--- config.mk ---
export PLATFORM = sky130hd
export DESIGN_NAME = square_seq
export DESIGN_NICKNAME = d
export VERILOG_FILES = /design/src/rtl/square_seq_pkg.sv /design/src/rtl/square_seq.sv
export SDC_FILE = /design/constraint.sdc
export NUM_CORES = 1
export LEC_CHECK = 0
export BUFFER_PORTS_ARGS = -buffer_cell sky130_fd_sc_hd__buf_2
export CAP_MARGIN = 40
export CELL_PAD_IN_SITES_DETAIL_PLACEMENT = 1
export CELL_PAD_IN_SITES_GLOBAL_PLACEMENT = 1
export CORE_MARGIN = 2
export CORE_UTILIZATION = 49
export CTS_CLUSTER_SIZE = 28
export DETAILED_ROUTE_END_ITERATION = 10
export PLACE_DENSITY = 0.95
export SYNTH_ARGS = -nofsm -noshare
export SYNTH_HDL_FRONTEND = slang
export SYNTH_SLANG_ARGS = --single-unit
--- constraint.sdc ---
create_clock -name clk -period 7.1 [get_ports clk]
set_input_delay 1.42 -clock clk [delete_from_list [all_inputs] [get_ports clk]]
set_output_delay 1.42 -clock clk [all_outputs]
set_load 0.005 [all_outputs]
--- src/rtl/square_seq_pkg.sv ---
// Shared widths and control encodings for the bit-serial squarer and square-root units.
package square_seq_pkg;

  localparam logic [0:0] S_IDLE = 1'b0;
  localparam logic [0:0] S_BUSY = 1'b1;

  // One spare bit above 2*width so a sum of two full-scale squares fits.
  function automatic int sqr_out_width(input int bit_width);
    return 2 * bit_width + 1;
  endfunction

  function automatic int sqr_cnt_width(input int bit_width);
    return $clog2(bit_width);
  endfunction

endpackage

--- src/rtl/square_seq.sv ---
// Shift-add squarer: one multiplier bit per cycle, fixed BIT_WIDTH-cycle latency.
// Define SQR_ACCUM_EN to seed the accumulator from x_out when accum is sampled high.
module square_seq
  import square_seq_pkg::*;
#(
  parameter int BIT_WIDTH = 12,
  localparam int OUT_WIDTH = sqr_out_width(BIT_WIDTH)
) (
  input  logic                 clk,
  input  logic                 reset,
  input  logic [BIT_WIDTH-1:0] x_in,
  input  logic                 start,
  input  logic                 accum,
  output logic [OUT_WIDTH-1:0] x_out,
  output logic                 finish
);

  localparam int CNT_W = sqr_cnt_width(BIT_WIDTH);
  localparam logic [CNT_W-1:0] LAST_COUNT = CNT_W'(BIT_WIDTH - 1);

  logic [0:0]           state_q, state_d;
  logic [OUT_WIDTH-1:0] acc_q, acc_d;
  logic [BIT_WIDTH-1:0] a_q, a_d;
  logic [OUT_WIDTH-1:0] m_q, m_d;
  logic [CNT_W-1:0]     count_q, count_d;
  logic [OUT_WIDTH-1:0] x_out_q, x_out_d;
  logic [OUT_WIDTH-1:0] step_sum;

`ifndef SQR_ACCUM_EN
  logic unused_accum;
  assign unused_accum = accum;
`endif

  always_comb begin
    state_d  = state_q;
    acc_d    = acc_q;
    a_d      = a_q;
    m_d      = m_q;
    count_d  = count_q;
    x_out_d  = x_out_q;
    step_sum = a_q[0] ? (acc_q + m_q) : acc_q;

    case (state_q)
      S_IDLE: begin
        if (start) begin
          a_d     = x_in;
          m_d     = OUT_WIDTH'(x_in);
          count_d = '0;
          acc_d   = '0;
`ifdef SQR_ACCUM_EN
          if (accum) begin
            acc_d = x_out_q;
          end
`endif
          state_d = S_BUSY;
        end
      end
      S_BUSY: begin
        acc_d   = step_sum;
        a_d     = a_q >> 1;
        m_d     = m_q << 1;
        count_d = count_q + CNT_W'(1);
        // The final step's add must land in x_out on the same edge.
        if (count_q == LAST_COUNT) begin
          x_out_d = step_sum;
          state_d = S_IDLE;
        end
      end
      default: state_d = S_IDLE;
    endcase
  end

  always_ff @(posedge clk) begin
    if (reset) begin
      state_q <= S_IDLE;
      acc_q   <= '0;
      a_q     <= '0;
      m_q     <= '0;
      count_q <= '0;
      x_out_q <= '0;
    end else begin
      state_q <= state_d;
      acc_q   <= acc_d;
      a_q     <= a_d;
      m_q     <= m_d;
      count_q <= count_d;
      x_out_q <= x_out_d;
    end
  end

  assign x_out  = x_out_q;
  assign finish = (state_q == S_IDLE);

endmodule

==> out/results.ini <==
[status]
status = finished, final reports clean

[global_routing]
grt_pass1_vias = 4793
grt_pass1_wl_um = 23200
grt_usage_pct = 26.0
grt_max_degree = 72
antenna_found_initial = 0
grt-ovfl-total = 0

[routing]
drt-initial-drc-count = 140
routed_wl_um = 13800
antenna_left = 0
routed_via_density = 6.01
drc_errors = 0
num_vias = 4517
wire_per_inst_um = 18.4
firstDrtPassIters = 4

[worst_setup_path]
arrival_ns = 3.57
cp_max_fo = 62
ff2ff_path_depth = 11
crit_required_ns = 7.36
startpoint = reset
ff2ff_setup_slack_ns = 4.11
cp-start-kind = input pin
r2r_end = x_out[24]$_SDFFE_PP0P_
path_class = input pin to flop
cp-end-kind = flop
crit_end = acc_q[24]$_SDFFE_PP0P_
reg2reg_from = acc_q[0]$_SDFFE_PP0P_

[synth]
syn-cell-area_sq_um = 5020
ys.flop_type = dfxtp_1
ys_top_cells_by_count = dfxtp_1 (92), nor2_1 (73), nand2_1 (55)
avgSynthCellArea_sq_um = 8.43
yosysTopAreaCell = dfxtp_1
synth_cell_types = 55
synth-edff-count = 0
syn-instance-count = 595
ys_seq_elements = 92
syn_nets = 637
yosysSeqAreaShare_pct = 36.7
yosysMostFrequentCell = dfxtp_1
async_reset_ff_share_pct = 0
synth_top_area_share_pct = 36.7
synth_area_leaders = dfxtp_1 (37%), mux2i_1 (7.4%), ha_1 (6.2%), nor2_1 (5.5%), o21ai_0 (4.8%)
yosysWarningCount = 0

[floorplanning]
rows = 36
die_h_um = 105
die_w_um = 105
pin_count = 42
dieArea_sq_um = 11100
initial_core_util_pct = 50.9
design.core.area_sq_um = 9860

[power_and_ir_drop]
p_leak_uw = 0.00242
ir_drop_uv = 105
pwr_density_cell_nw_per_um2 = 186

[placed_design]
io_buffers = 40
hpwl_um = 9480
globalplace.congestion = 0.906
place_area_sq_um = 5220

[sta]
period_share_pct = 46.6
whs_ns = 0.480
finalMaxSlewViolations = 0
maxSlewHeadroom_pct = 37.8
tightest_slew_ns = 0.930
rsz0062_at_grt = false
final.setup_skew_ns = 0.00661
layout_min_cycle_time_ns = 3.31
max_freq_mhz = 302
hold_viol = 0
setup_violations = 0
finalSetupTns_ns = 0

[cts]
ctsHoldBuffers = 0
clockBufferDepth = 2
cts_resized = 0
clock_sinks = 92
cts_tree = done
cts_root_buf = clkbuf_8
clk_latency_ns = 0.37
post_cts_buffers = 0
numCtsBuffers = 9
cts-htree-levels = 3
clk_pin_slew_worst_paths_ns = 0.09

[final_layout]
nets = 656
drive_gt1_share_pct = 12.0
area_growth_syn_to_layout_pct = 7.76
antennaDiodeCount = 0
fillers = 1216
design_area_sq_um = 5410

[run]
cap_violations = 0

[hold_path]
hp-class = flop to flop

[cells in the final DEF (no fill, tap or decap), types with 3 or more instances in the layout]
cell type | synthesis | layout
o21a_1 | 12 | 12
xnor2_1 | 12 | 12
nor2_1 | 73 | 73
nand2_1 | 55 | 55
dfxtp_1 | 92 | 92
mux2i_1 | 37 | 37
o21ai_0 | 48 | 48
a211oi_1 | 13 | 13
ha_1 | 25 | 25
clkbuf_8 | 6 | 9
and2_1 | 3 | 3
and3_1 | 20 | 20
inv_1 | 11 | 11
nor3b_1 | 4 | 4
or3_1 | 3 | 3
nand3_1 | 6 | 6
buf_4 | 0 | 5
clkinvlp_4 | 0 | 3
a21oi_1 | 46 | 46
a21o_1 | 14 | 14
o21bai_1 | 3 | 3
a311oi_1 | 3 | 3
o22ai_1 | 4 | 4
nand2b_1 | 4 | 4
a22o_1 | 7 | 7
a31oi_1 | 8 | 8
xor2_1 | 9 | 9
nor4b_1 | 4 | 3
nor3_1 | 10 | 10
buf_2 | 0 | 40
[per-layer routing]
layer	vias to the layer above	share of wire [%]	global-route usage, %
li1	2168	-	-
met1	2250	43	31.1
met2	75	51	46.6
met3	24	3.2	2.93
met4	0	2.8	11.1
met5	-	0	0
[where the power goes]
part | switching [uW] | internal (uW)
Combinational | 70.3 | 37.3
Sequential | 12.6 | 530
Clock | 197 | 161
Total | 280 | 728
[worst max-delay path, stage by stage]
cell,delay (ns)
buf_2,0.08
buf_4,0.55
inv_1,0.60
and2_1,0.55
a21oi_1,0.22
o22ai_1,0.10
[area by class of cell]
| class | instances | area, sq um | area share, % |
|---|---|---|---|
| sequential | 92 | 1840 | 34.1 |
| tap | 133 | 166 | 3.08 |
| timing repair buffer | 45 | 238 | 4.40 |
| clock inverter | 6 | 66.3 | 1.23 |
| clock buffer | 9 | 124 | 2.29 |
| multi-input combinational | 454 | 2930 | 54.1 |
| inverter | 12 | 45.0 | 0.833 |
[registers in the layout (all words and copies together), names as in the netlist]
name / flops
state_q: 1
acc_q: 25
a_q: 12
count_q: 4
m_q: 25
x_out: 25
[how the worst min path moves through the flow]
stage / startpoint / endpoint / cells after the start
finish: x_out[19]$_SDFFE_PP0P_ / x_out[19]$_SDFFE_PP0P_ / 2
global route: x_out[19]$_SDFFE_PP0P_ / x_out[19]$_SDFFE_PP0P_ / 2
CTS: x_out[19]$_SDFFE_PP0P_ / x_out[19]$_SDFFE_PP0P_ / 2
detailed placement: x_out[19]$_SDFFE_PP0P_ / x_out[19]$_SDFFE_PP0P_ / 2
global placement: x_out[18]$_SDFFE_PP0P_ / x_out[18]$_SDFFE_PP0P_ / 2
floorplan: acc_q[21]$_SDFFE_PP0P_ / acc_q[21]$_SDFFE_PP0P_ / 2
[stage by stage]
step                total power [uW]  util, %  cells  setup WS [ns]
finish                          1010     54.8    751           3.79
global route                    1050     54.8    751           3.65
CTS                             1010     54.8    751           3.84
detailed placement               659     52.9    736           3.47
global placement                 652     52.9    736           3.49
floorplan                        631        -    595           4.27
[cell families (layout without fill, tap and decap cells)]
family / count (synthesis) / in the layout / share of synthesized area (%)
simple gates: 192 / 192 / 17.7
compound gates: 178 / 178 / 22.8
flops: 92 / 92 / 36.7
buf+inv: 49 / 72 / 5.11
mux: 37 / 37 / 7.38
fa+ha+maj: 26 / 26 / 6.63
xor+xnor: 21 / 21 / 3.67
No activity file was read; power rests on OpenSTA's default activity.
